$ cat src/rtl/cache_pkg.sv
// rtl/cache_pkg.sv - shared types, defaults and index helper for the line-transfer sequencer
package cache_pkg;

   typedef enum logic [2:0] {
      IDLE,
      WB_RD,
      WB_WR,
      FL_RD,
      FL_WR,
      DONE
   } xfer_state_t;

   localparam int DEF_LINE_WORDS   = 32;
   localparam int DEF_SRAM_LATENCY = 1;
   localparam int DEF_MEM_LATENCY  = 2;

   // Word offset within the line when the fill starts at word crit and wraps.
   function automatic int unsigned word_idx(int unsigned cnt, int unsigned crit, int unsigned n);
      return (cnt + crit) % n;
   endfunction

endpackage

$ cat src/rtl/cache_line_xfer_ctrl_if.sv
// rtl/cache_line_xfer_ctrl_if.sv - data SRAM and main memory port bundle of the sequencer
interface cache_line_xfer_ctrl_if #(
   parameter int DATA_WIDTH      = 32,
   parameter int ADDR_WIDTH      = 32,
   parameter int SRAM_ADDR_WIDTH = 12
);
   logic [SRAM_ADDR_WIDTH-1:0] sram_addr;
   logic                       sram_ren;
   logic                       sram_wen;
   logic [DATA_WIDTH-1:0]      sram_wdata;
   logic [DATA_WIDTH-1:0]      sram_rdata;
   logic [ADDR_WIDTH-1:0]      mem_addr;
   logic                       mem_ren;
   logic                       mem_wen;
   logic [DATA_WIDTH-1:0]      mem_din;
   logic [DATA_WIDTH-1:0]      mem_dout;

   modport master (
      output sram_addr, sram_ren, sram_wen, sram_wdata,
      input  sram_rdata,
      output mem_addr, mem_ren, mem_wen, mem_din,
      input  mem_dout
   );

   modport slave (
      input  sram_addr, sram_ren, sram_wen, sram_wdata,
      output sram_rdata,
      input  mem_addr, mem_ren, mem_wen, mem_din,
      output mem_dout
   );
endinterface

$ cat src/rtl/phase_timer.sv
// rtl/phase_timer.sv - shared down-counter giving first/last-cycle flags of each transfer phase
module phase_timer #(
   parameter int WIDTH = 2
) (
   input  logic             clk,
   input  logic             rst,
   input  logic             load,
   input  logic [WIDTH-1:0] load_val,
   output logic             first,
   output logic             last
);
   logic [WIDTH-1:0] count;

   // A phase loaded with value L spans L+1 cycles; last is the cycle count reaches zero.
   always_ff @(posedge clk) begin
      if (rst) begin
         count <= '0;
         first <= 1'b0;
      end else if (load) begin
         count <= load_val;
         first <= 1'b1;
      end else begin
         first <= 1'b0;
         if (count != '0)
            count <= count - 1'b1;
      end
   end

   assign last = (count == '0);
endmodule

$ cat src/rtl/cache_line_xfer_ctrl.sv
// rtl/cache_line_xfer_ctrl.sv - victim writeback and line fill sequencer; CACHE_CRITICAL_WORD_FIRST_EN wraps the fill from crit_word
module cache_line_xfer_ctrl
   import cache_pkg::*;
#(
   parameter int DATA_WIDTH      = 32,
   parameter int ADDR_WIDTH      = 32,
   parameter int SRAM_ADDR_WIDTH = 12,
   parameter int LINE_WORDS      = DEF_LINE_WORDS,
   parameter int SRAM_LATENCY    = DEF_SRAM_LATENCY,
   parameter int MEM_LATENCY     = DEF_MEM_LATENCY,
   localparam int CW             = (LINE_WORDS > 1) ? $clog2(LINE_WORDS) : 1
) (
   input  logic                       clk,
   input  logic                       rst,
   input  logic                       start,
   input  logic                       wb_en,
   input  logic [ADDR_WIDTH-1:0]      victim_addr,
   input  logic [ADDR_WIDTH-1:0]      fill_addr,
   input  logic [SRAM_ADDR_WIDTH-1:0] sram_base,
   input  logic [CW-1:0]              crit_word,
   output logic                       busy,
   output logic                       done,
   output logic                       crit_valid,
   output logic [DATA_WIDTH-1:0]      crit_data,
   cache_line_xfer_ctrl_if.master     bus
);
`ifdef CACHE_CRITICAL_WORD_FIRST_EN
   localparam bit CRIT_FIRST = 1'b1;
`else
   localparam bit CRIT_FIRST = 1'b0;
`endif

   localparam int MAXL = (SRAM_LATENCY > MEM_LATENCY) ? SRAM_LATENCY : MEM_LATENCY;
   localparam int TW   = (MAXL > 0) ? $clog2(MAXL + 1) : 1;
   localparam logic [TW-1:0] SLEN = TW'(SRAM_LATENCY);
   localparam logic [TW-1:0] MLEN = TW'(MEM_LATENCY);

   xfer_state_t                state;
   logic [CW-1:0]              cnt;
   logic [CW-1:0]              cnt_inc;
   logic                       last_word;
   logic [ADDR_WIDTH-1:0]      victim_q;
   logic [ADDR_WIDTH-1:0]      fill_q;
   logic [SRAM_ADDR_WIDTH-1:0] base_q;
   logic [CW-1:0]              crit_q;
   logic [DATA_WIDTH-1:0]      word_q;
   logic [SRAM_ADDR_WIDTH-1:0] sram_addr_q;
   logic                       sram_ren_q;
   logic                       sram_wen_q;
   logic [ADDR_WIDTH-1:0]      mem_addr_q;
   logic                       mem_ren_q;
   logic                       mem_wen_q;
   logic                       tmr_load;
   logic [TW-1:0]              tmr_len;
   logic                       tmr_first;
   logic                       tmr_last;

   function automatic logic [CW-1:0] fill_idx(logic [CW-1:0] c, logic [CW-1:0] k);
      return CW'(word_idx(32'(c), CRIT_FIRST ? 32'(k) : 32'd0, LINE_WORDS));
   endfunction

   function automatic logic [ADDR_WIDTH-1:0] mem_word_addr(logic [ADDR_WIDTH-1:0] b, logic [CW-1:0] w);
      return b + (ADDR_WIDTH'(w) << 2);
   endfunction

   function automatic logic [SRAM_ADDR_WIDTH-1:0] sram_word_addr(logic [SRAM_ADDR_WIDTH-1:0] b,
                                                                 logic [CW-1:0] w);
      return b + SRAM_ADDR_WIDTH'(w);
   endfunction

   assign cnt_inc   = cnt + 1'b1;
   assign last_word = (cnt == CW'(LINE_WORDS - 1));

   phase_timer #(.WIDTH(TW)) u_timer (
      .clk      (clk),
      .rst      (rst),
      .load     (tmr_load),
      .load_val (tmr_len),
      .first    (tmr_first),
      .last     (tmr_last)
   );

   // Timer reload mirrors the phase transitions below; DONE needs no timing.
   always_comb begin
      tmr_load = 1'b0;
      tmr_len  = '0;
      case (state)
         IDLE:  if (start) begin
                   tmr_load = 1'b1;
                   tmr_len  = wb_en ? SLEN : MLEN;
                end
         WB_RD: if (tmr_last) begin
                   tmr_load = 1'b1;
                   tmr_len  = MLEN;
                end
         WB_WR: if (tmr_last) begin
                   tmr_load = 1'b1;
                   tmr_len  = last_word ? MLEN : SLEN;
                end
         FL_RD: if (tmr_last) begin
                   tmr_load = 1'b1;
                   tmr_len  = SLEN;
                end
         FL_WR: if (tmr_last && !last_word) begin
                   tmr_load = 1'b1;
                   tmr_len  = MLEN;
                end
         default: ;
      endcase
   end

   always_ff @(posedge clk) begin
      if (rst) begin
         state       <= IDLE;
         cnt         <= '0;
         busy        <= 1'b0;
         done        <= 1'b0;
         victim_q    <= '0;
         fill_q      <= '0;
         base_q      <= '0;
         crit_q      <= '0;
         word_q      <= '0;
         sram_addr_q <= '0;
         sram_ren_q  <= 1'b0;
         sram_wen_q  <= 1'b0;
         mem_addr_q  <= '0;
         mem_ren_q   <= 1'b0;
         mem_wen_q   <= 1'b0;
      end else begin
         done <= 1'b0;
         // Strobes live only in a phase's first cycle; a new phase may re-arm one below.
         if (tmr_first) begin
            sram_ren_q <= 1'b0;
            sram_wen_q <= 1'b0;
            mem_ren_q  <= 1'b0;
            mem_wen_q  <= 1'b0;
         end
         case (state)
            IDLE: if (start) begin
               victim_q <= victim_addr;
               fill_q   <= fill_addr;
               base_q   <= sram_base;
               crit_q   <= crit_word;
               cnt      <= '0;
               busy     <= 1'b1;
               if (wb_en) begin
                  state       <= WB_RD;
                  sram_addr_q <= sram_base;
                  sram_ren_q  <= 1'b1;
               end else begin
                  state      <= FL_RD;
                  mem_addr_q <= mem_word_addr(fill_addr, fill_idx('0, crit_word));
                  mem_ren_q  <= 1'b1;
               end
            end
            WB_RD: if (tmr_last) begin
               word_q     <= bus.sram_rdata;
               state      <= WB_WR;
               mem_addr_q <= mem_word_addr(victim_q, cnt);
               mem_wen_q  <= 1'b1;
            end
            WB_WR: if (tmr_last) begin
               if (last_word) begin
                  cnt        <= '0;
                  state      <= FL_RD;
                  mem_addr_q <= mem_word_addr(fill_q, fill_idx('0, crit_q));
                  mem_ren_q  <= 1'b1;
               end else begin
                  cnt         <= cnt_inc;
                  state       <= WB_RD;
                  sram_addr_q <= sram_word_addr(base_q, cnt_inc);
                  sram_ren_q  <= 1'b1;
               end
            end
            FL_RD: if (tmr_last) begin
               word_q      <= bus.mem_dout;
               state       <= FL_WR;
               sram_addr_q <= sram_word_addr(base_q, fill_idx(cnt, crit_q));
               sram_wen_q  <= 1'b1;
            end
            FL_WR: if (tmr_last) begin
               if (last_word) begin
                  state <= DONE;
                  done  <= 1'b1;
               end else begin
                  cnt        <= cnt_inc;
                  state      <= FL_RD;
                  mem_addr_q <= mem_word_addr(fill_q, fill_idx(cnt_inc, crit_q));
                  mem_ren_q  <= 1'b1;
               end
            end
            DONE: begin
               state <= IDLE;
               busy  <= 1'b0;
               cnt   <= '0;
            end
            default: state <= IDLE;
         endcase
      end
   end

   // The first fill word is the only FL_RD with cnt at zero.
   assign crit_valid = CRIT_FIRST && (state == FL_RD) && (cnt == '0) && tmr_last;
   assign crit_data  = crit_valid ? bus.mem_dout : '0;

   assign bus.sram_addr  = sram_addr_q;
   assign bus.sram_ren   = sram_ren_q;
   assign bus.sram_wen   = sram_wen_q;
   assign bus.sram_wdata = word_q;
   assign bus.mem_addr   = mem_addr_q;
   assign bus.mem_ren    = mem_ren_q;
   assign bus.mem_wen    = mem_wen_q;
   assign bus.mem_din    = word_q;
endmodule

$ cat src/flat_wrapper.sv
// flat-port wrapper written by rule: the top's interface ports become plain ports
module cache_line_xfer_ctrl_flat import cache_pkg::*;
#(
   parameter int DATA_WIDTH      = 32,
   parameter int ADDR_WIDTH      = 32,
   parameter int SRAM_ADDR_WIDTH = 12,
   parameter int LINE_WORDS      = DEF_LINE_WORDS,
   parameter int SRAM_LATENCY    = DEF_SRAM_LATENCY,
   parameter int MEM_LATENCY     = DEF_MEM_LATENCY,
   localparam int CW             = (LINE_WORDS > 1) ? $clog2(LINE_WORDS) : 1
)
  (clk, rst, start, wb_en, victim_addr, fill_addr, sram_base, crit_word, busy, done, crit_valid, crit_data, bus_sram_addr, bus_sram_ren, bus_sram_wen, bus_sram_wdata, bus_sram_rdata, bus_mem_addr, bus_mem_ren, bus_mem_wen, bus_mem_din, bus_mem_dout);
  cache_line_xfer_ctrl_if #(.DATA_WIDTH(DATA_WIDTH), .ADDR_WIDTH(ADDR_WIDTH), .SRAM_ADDR_WIDTH(SRAM_ADDR_WIDTH)) bus_i ();
  input  logic clk;
  input  logic rst;
  input  logic start;
  input  logic wb_en;
  input  logic [ADDR_WIDTH-1:0] victim_addr;
  input  logic [ADDR_WIDTH-1:0] fill_addr;
  input  logic [SRAM_ADDR_WIDTH-1:0] sram_base;
  input  logic [CW-1:0] crit_word;
  output logic busy;
  output logic done;
  output logic crit_valid;
  output logic [DATA_WIDTH-1:0] crit_data;
  output wire logic [$bits(bus_i.sram_addr)-1:0] bus_sram_addr;
  output wire logic [$bits(bus_i.sram_ren)-1:0] bus_sram_ren;
  output wire logic [$bits(bus_i.sram_wen)-1:0] bus_sram_wen;
  output wire logic [$bits(bus_i.sram_wdata)-1:0] bus_sram_wdata;
  input wire logic [$bits(bus_i.sram_rdata)-1:0] bus_sram_rdata;
  output wire logic [$bits(bus_i.mem_addr)-1:0] bus_mem_addr;
  output wire logic [$bits(bus_i.mem_ren)-1:0] bus_mem_ren;
  output wire logic [$bits(bus_i.mem_wen)-1:0] bus_mem_wen;
  output wire logic [$bits(bus_i.mem_din)-1:0] bus_mem_din;
  input wire logic [$bits(bus_i.mem_dout)-1:0] bus_mem_dout;
  assign bus_sram_addr = bus_i.sram_addr;
  assign bus_sram_ren = bus_i.sram_ren;
  assign bus_sram_wen = bus_i.sram_wen;
  assign bus_sram_wdata = bus_i.sram_wdata;
  assign bus_i.sram_rdata = bus_sram_rdata;
  assign bus_mem_addr = bus_i.mem_addr;
  assign bus_mem_ren = bus_i.mem_ren;
  assign bus_mem_wen = bus_i.mem_wen;
  assign bus_mem_din = bus_i.mem_din;
  assign bus_i.mem_dout = bus_mem_dout;
  cache_line_xfer_ctrl #(.DATA_WIDTH(DATA_WIDTH), .ADDR_WIDTH(ADDR_WIDTH), .SRAM_ADDR_WIDTH(SRAM_ADDR_WIDTH), .LINE_WORDS(LINE_WORDS), .SRAM_LATENCY(SRAM_LATENCY), .MEM_LATENCY(MEM_LATENCY)) u_core (.clk(clk), .rst(rst), .start(start), .wb_en(wb_en), .victim_addr(victim_addr), .fill_addr(fill_addr), .sram_base(sram_base), .crit_word(crit_word), .busy(busy), .done(done), .crit_valid(crit_valid), .crit_data(crit_data), .bus(bus_i));
endmodule
$ cat config.mk
export PLATFORM = sky130hd
export DESIGN_NAME = cache_line_xfer_ctrl_flat
export DESIGN_NICKNAME = d
export VERILOG_FILES = /design/src/rtl/cache_pkg.sv /design/src/rtl/cache_line_xfer_ctrl_if.sv /design/src/rtl/phase_timer.sv /design/src/rtl/cache_line_xfer_ctrl.sv /design/src/flat_wrapper.sv
export SDC_FILE = /design/constraint.sdc
export NUM_CORES = 1
export LEC_CHECK = 0
export ABC_AREA = 1
export CORE_MARGIN = 3
export CORE_UTILIZATION = 49
export DETAILED_ROUTE_END_ITERATION = 16
export GPL_ROUTABILITY_DRIVEN = 1
export GPL_TIMING_DRIVEN = 0
export HOLD_SLACK_MARGIN = 0.08
export PLACE_DENSITY = 0.84
export SETUP_SLACK_MARGIN = 0.1
export SYNTH_ARGS = -nofsm -noshare
export SYNTH_HDL_FRONTEND = slang
export SYNTH_SLANG_ARGS = --single-unit
$ cat constraint.sdc
create_clock -name clk -period 3.2 [get_ports clk]
set_input_delay 0.8 -clock clk [delete_from_list [all_inputs] [get_ports clk]]
set_output_delay 0.8 -clock clk [all_outputs]
set_load 0.005 [all_outputs]
[Word-level counts from Yosys, hierarchy flattened]
Index checks and enable logic that the tools add are counted.
Storage, ports and cells
  bits in registers: 169
  output and inout bits: 147
  word-level logic and storage cells: 130
Operators by class
  add/sub/neg operators: 6
  eq/ne operators: 16
  mux-type cells: 70
  bitwise gates (word level): 2
  reductions and logical operators: 20
Operator list (count)
  32-bit two-way mux: 9
  32-bit one-hot mux with 4 select lines: 1
  32-bit by 7-bit adder with 32-bit output: 2
  32-bit one-hot mux with 2 select lines: 1
  12-bit two-way mux: 5
  12-bit one-hot mux with 3 select lines: 1
  1-bit two-way mux: 25
  5-bit two-way mux: 5
  12-bit by 5-bit adder with 12-bit output: 2
  2-bit two-way mux: 10
  5-bit one-hot mux with 4 select lines: 1
  3-bit two-way mux: 6
  3-bit one-hot mux with 5 select lines: 1
  2-bit by 1-bit != test with 1-bit output, second input constant: 5
  2-bit != test, second input constant: 5
  2-bit one-hot mux with 5 select lines: 1
  5-bit AND reduction: 2
  8-bit AND reduction: 1
  2-bit nonzero test: 4
  4-bit nonzero test: 2
  3-bit by 2-bit equality test with 1-bit output, second input constant: 2
  3-bit equality test, second input constant: 2
  1-bit one-hot mux with 3 select lines: 2
  6-bit AND reduction: 1
  other kinds (14): 18

[Longest topological paths before layout]
  word-level depth: 6
  mapped depth: 17
  depth with buffers taken out: 17

[Hierarchy]
Synthesis repeated with hierarchy kept, for this count alone.
Unflattened totals
  cell total of the unflattened synthesis: 1618
  area, all modules: 10321.1 um^2
By module, submodules not included
  cache_line_xfer_ctrl: instances 1, cells each 1595, area an instance 10172.3 um^2, seq. area each 3323.2 um^2
  phase_timer: instances 1, cells each 23, area an instance 148.9 um^2, seq. area each 60.1 um^2

[Least setup slack after synthesis]
OpenSTA, ideal clock, no wires.
  path kind: reg-to-reg
  start point: register u_core.state[2]
  end point: register u_core.sram_addr_q[10] (netlist: u_core.bus.sram_addr[10])
  arrival time: 2379 ps
  required time: 3067 ps
  setup slack: 688 ps
  cell stages (with the launch flop): 18
  path buffers: 1
  clock period less this slack: 2512 ps
  path through: dfxtp_1 inv_2 nand3_1 buf_1 xor2_1 ha_1 inv_1 fa_1 inv_1 nand3_1 nand2_1 nand2_1 nand2_1 nand2_1 o21ai_0 nand3b_1 nand2_1 a21oi_1
Between the ends
  word-level cells in the longest chain between the ends: 3
  elaborated cells on any way between the ends: 11
  classes of those cells: eq/ne (7); mux (1); reduce/logical (3)
RTL lines
  from (decl): RTL line cache_line_xfer_ctrl.sv:38  | xfer_state_t state;
  from (signal assigned): RTL line cache_line_xfer_ctrl.sv:114  | state <= IDLE;
  from (signal assigned): RTL line cache_line_xfer_ctrl.sv:147  | state <= WB_RD;
  from (signal assigned): RTL line cache_line_xfer_ctrl.sv:151  | state <= FL_RD;
  3-bit by 2-bit equality test with 1-bit output or 3-bit zero test (tied branches): RTL line cache_line_xfer_ctrl.sv:138  | case (state)
  2-bit != test (no source line), or another cell as far along
  6-bit AND reduction (no source line)
  to (signal assigned): RTL line cache_line_xfer_ctrl.sv:148  | sram_addr_q <= sram_base;
  to (signal assigned): RTL line cache_line_xfer_ctrl.sv:171  | sram_addr_q <= sram_word_addr(base_q, cnt_inc);
  to (signal assigned): RTL line cache_line_xfer_ctrl.sv:178  | sram_addr_q <= sram_word_addr(base_q, fill_idx(cnt, crit_q));
  to (decl): RTL line cache_line_xfer_ctrl.sv:47  | logic [SRAM_ADDR_WIDTH-1:0] sram_addr_q;
Parallel ways exist; a longest one is shown, timed or not.
A chain may end at the register's enable or synchronous reset.

[Worst setup path after layout]
  start point: register u_core.state[1]
  end point: register u_core.sram_addr_q[10] (netlist: u_core.bus.sram_addr[10])
The elaborated chain is that of the path after synthesis.

==> metrics <==
Worst-Skew Late Latency=0.44 ns; Clock power frac=0.187; Placed Cells incl. Taps=2207; FF+latch count, synth=169; CORE AREA=0.02056 mm²; cts hold-fix bufs=0; status=finished clean; Die Area=0.02302 mm²; final hold violation count=0; clock slew at reported path FFs=0.07 ns; Power Internal=6.276 mW; CTS Buf Count=17; Combinational Power Share=0.507; area post-placement=0.01343 mm²; EDFF count, synth=0; Required @ worst endpoint=3.50 ns; Layout area overhead=34.79%; worst IR drop on VDD=0.4863 mV; R2R Path End=u_core.bus.sram_addr[10]; top cells by area, synth=dfxtp_1 33%, nand2_1 15%, a21oi_1 9.4%; Netlist cell types=42; crit share post-route=0.8904; Yosys warning total=0; CTS tree=yes; P_leak=6.253 nW; Initial Utilization=0.5060; Post-Syn Instances=1648; synthesized area=0.01040 mm²; hold path depth=2; grt total ovfl=0; # rows=52; Final Max Slew Viols=0; Die Ht=151.7 µm; PD cells=798.2 mW/mm²; wire length per cell=17.84 µm; hold_sp=u_core.bus.mem_addr[28]; GRT Total Usage=0.3354; part of the power in registers=0.306; crit start category=flip-flop; initial antenna violation count=1; Synth top area share=0.3252; Final HPWL DP=30870 µm; post-route cell area=0.01402 mm²; top_reg_cell synth=dfxtp_1; WP data arrival=3.15 ns; DRC errors left=0; routed wire length=39940 µm; Worst setup EP type=flip-flop; Psw=4.918 mW; unrepaired setup endpoints after global routing=false; crit path kind=flip-flop to flip-flop; skew final=0.01009 ns; final RePlAce weighted congestion=0.9795; Post-synth top cells=411 x nand2_1, 196 x a21oi_1, 181 x inv_1, 169 x dfxtp_1, 144 x nand3_1; worst r2r src=u_core.state[1]; max-cap viol count=0; largest net degree at the start of global routing=17; Filler Cell Count=1902; Die Span X=151.7 µm; vias in the first global route=10640; Inserted Diodes=0; # clock sinks=169; setup TNS=0 ns; worst slack, placed=0.1409 ns; Hold EP=u_core.bus.mem_addr[28]; final worst slack=0.3506 ns; global-route wire length before repair=58990 µm; Iter 0 DRT Violations=1290; leading area contributor after synthesis=dfxtp_1; achievable frequency=351.0 MHz; Mean Syn Cell Area=6.313 µm²; share of layout cells above drive strength 1=0.09446; # setup viols final=0; R2R setup slack=0.35 ns; 1st-pass router iterations=6; Sw Ratio=0.4393; most common cell in the netlist=nand2_1; total power=11.19 mW; # port buffers=257; sequential-to-total area share from yosys stat=0.3252; layout net count=2127; Via-to-Cell Ratio=5.377; Worst slew margin=0.4252; setup bufs post-CTS=0; cell count of the worst reg-to-reg path=16; crit path max fanout=10; Vias=12040; Final Critical Period=2.849 ns; Root Driver=clkbuf_16; clk buf depth=2; Top-Level Pins=296; Least-Margin Pin Slew=0.8622 ns; fraction of registers with async set/reset=0; H-tree depth=4; final cell count without fillers=2239; Min-Delay Path Class=flip-flop to flip-flop; DRT antenna net count=0
state kept, by name, indices dropped and copies added, names as in the netlist:
name	cells
u_core.bus.mem_addr	32
u_core.bus.mem_din	32
u_core.fill_q	32
u_core.victim_q	32
u_core.base_q	12
u_core.bus.sram_addr	12
u_core.cnt	5
u_core.state	3
u_core.u_timer.count	2
u_core.bus.mem_ren	1
u_core.bus.mem_wen	1
u_core.bus.sram_ren	1
u_core.bus.sram_wen	1
u_core.busy	1
u_core.done	1
u_core.u_timer.first	1
kinds of logic (layout without fill, tap and decap cells):
family          Yosys count  count (layout)  share of synthesized area
buf+inv                 328             617                     0.1479
other cells               1              33                  0.0003604
simple gates            754             754                     0.3090
flops                   169             169                     0.3252
fa+ha+maj                22              22                    0.02862
compound gates          368             368                     0.1839
xor+xnor                  6               6                   0.005051
layout by cell type, fill, tap and decap left out, drive strengths merged:
cell type / n
fa: 3
o22ai: 2
o2111ai: 1
clkinv: 6
a41oi: 1
a221oi: 2
and2: 1
a22oi: 2
a31oi: 15
dfxtp: 169
nand4: 11
a211oi: 5
xor2: 5
nor2: 129
a21oi: 196
o211ai: 3
xnor2: 1
or2: 37
clkinvlp: 2
a22o: 1
o21a: 1
clkdlybuf4s50: 257
clkbuf: 60
nand3b: 9
ha: 19
buf: 96
nand3: 145
nor3: 7
nand2: 415
o21ai: 139
inv: 195
conb: 33
bufinv: 1
timing repair:
| item | CTS | global route |
|---|---|---|
| gates resized for setup | 1 | 6 |
| setup endpoints to repair | 1 | 5 |
| endpoints found under the hold margin | 0 | 0 |
worst max-delay path: stages, from the launching register on:
cell,delay (ns)
dfxtp_1,0.41
nand3_1,0.22
buf_4,0.24
xor2_1,0.21
ha_1,0.25
inv_1,0.07
fa_1,0.35
inv_1,0.10
nand3_1,0.07
nand2_1,0.11
nand2_1,0.08
nand2_1,0.12
nand2_1,0.10
o21ai_0,0.16
nand3b_1,0.09
nand2_1,0.08
a21oi_1,0.06
per-stage QoR:
| stage | utilization | hold WS [ns] |
|---|---|---|
| final | 0.6821 | 0.4635 |
| after global routing | 0.6821 | 0.4768 |
| after CTS | 0.6817 | 0.4653 |
| after detailed placement | 0.6534 | 0.4548 |
| after global placement | 0.6534 | 0.4510 |
| after floorplan | - | 0.4432 |
per-layer routing:
metal / part of all wire / global-route usage
met1: 0.42 / 0.4839
met2: 0.44 / 0.5102
met3: 0.11 / 0.06425
met4: 0.025 / 0.09659
met5: 0.00033 / 0
worst max-delay path by stage:
stage	cells past startpoint	to	slack, ns	startpoint
after floorplan	17	u_core.bus.sram_addr[10]	0.69	u_core.state[2]
after global placement	6	u_core.victim_q[17]	0.14	rst
after detailed placement	17	u_core.bus.sram_addr[10]	0.14	u_core.state[2]
after CTS	17	u_core.bus.sram_addr[10]	0.25	u_core.state[2]
after global routing	17	u_core.bus.sram_addr[10]	0.11	u_core.state[2]
final	16	u_core.bus.sram_addr[10]	0.35	u_core.state[1]
cell type report:
cell class | count | area, µm² | share of cell area
Buffer | 138 | 829.5 | 0.05915
Clock buffer | 18 | 439.2 | 0.03132
Clock inverter | 14 | 140.1 | 0.009993
Inverter | 190 | 713.2 | 0.05086
Multi-Input combinational cell | 1183 | 5607 | 0.3998
Sequential cell | 169 | 3385 | 0.2413
Tap cell | 270 | 337.8 | 0.02409
Timing Repair Buffer | 257 | 2572 | 0.1834
power by group through the flow:
stage / clock [mW] / combinational (mW) / sequential [mW]
after floorplan: 0 / 3.25 / 3.31
after global placement: 0 / 5.47 / 3.43
after detailed placement: 0 / 5.53 / 3.44
after CTS: 2.09 / 5.57 / 3.40
after global routing: 2.17 / 6.22 / 3.51
final: 2.09 / 5.67 / 3.43
Power figures use the tool's default switching activity.
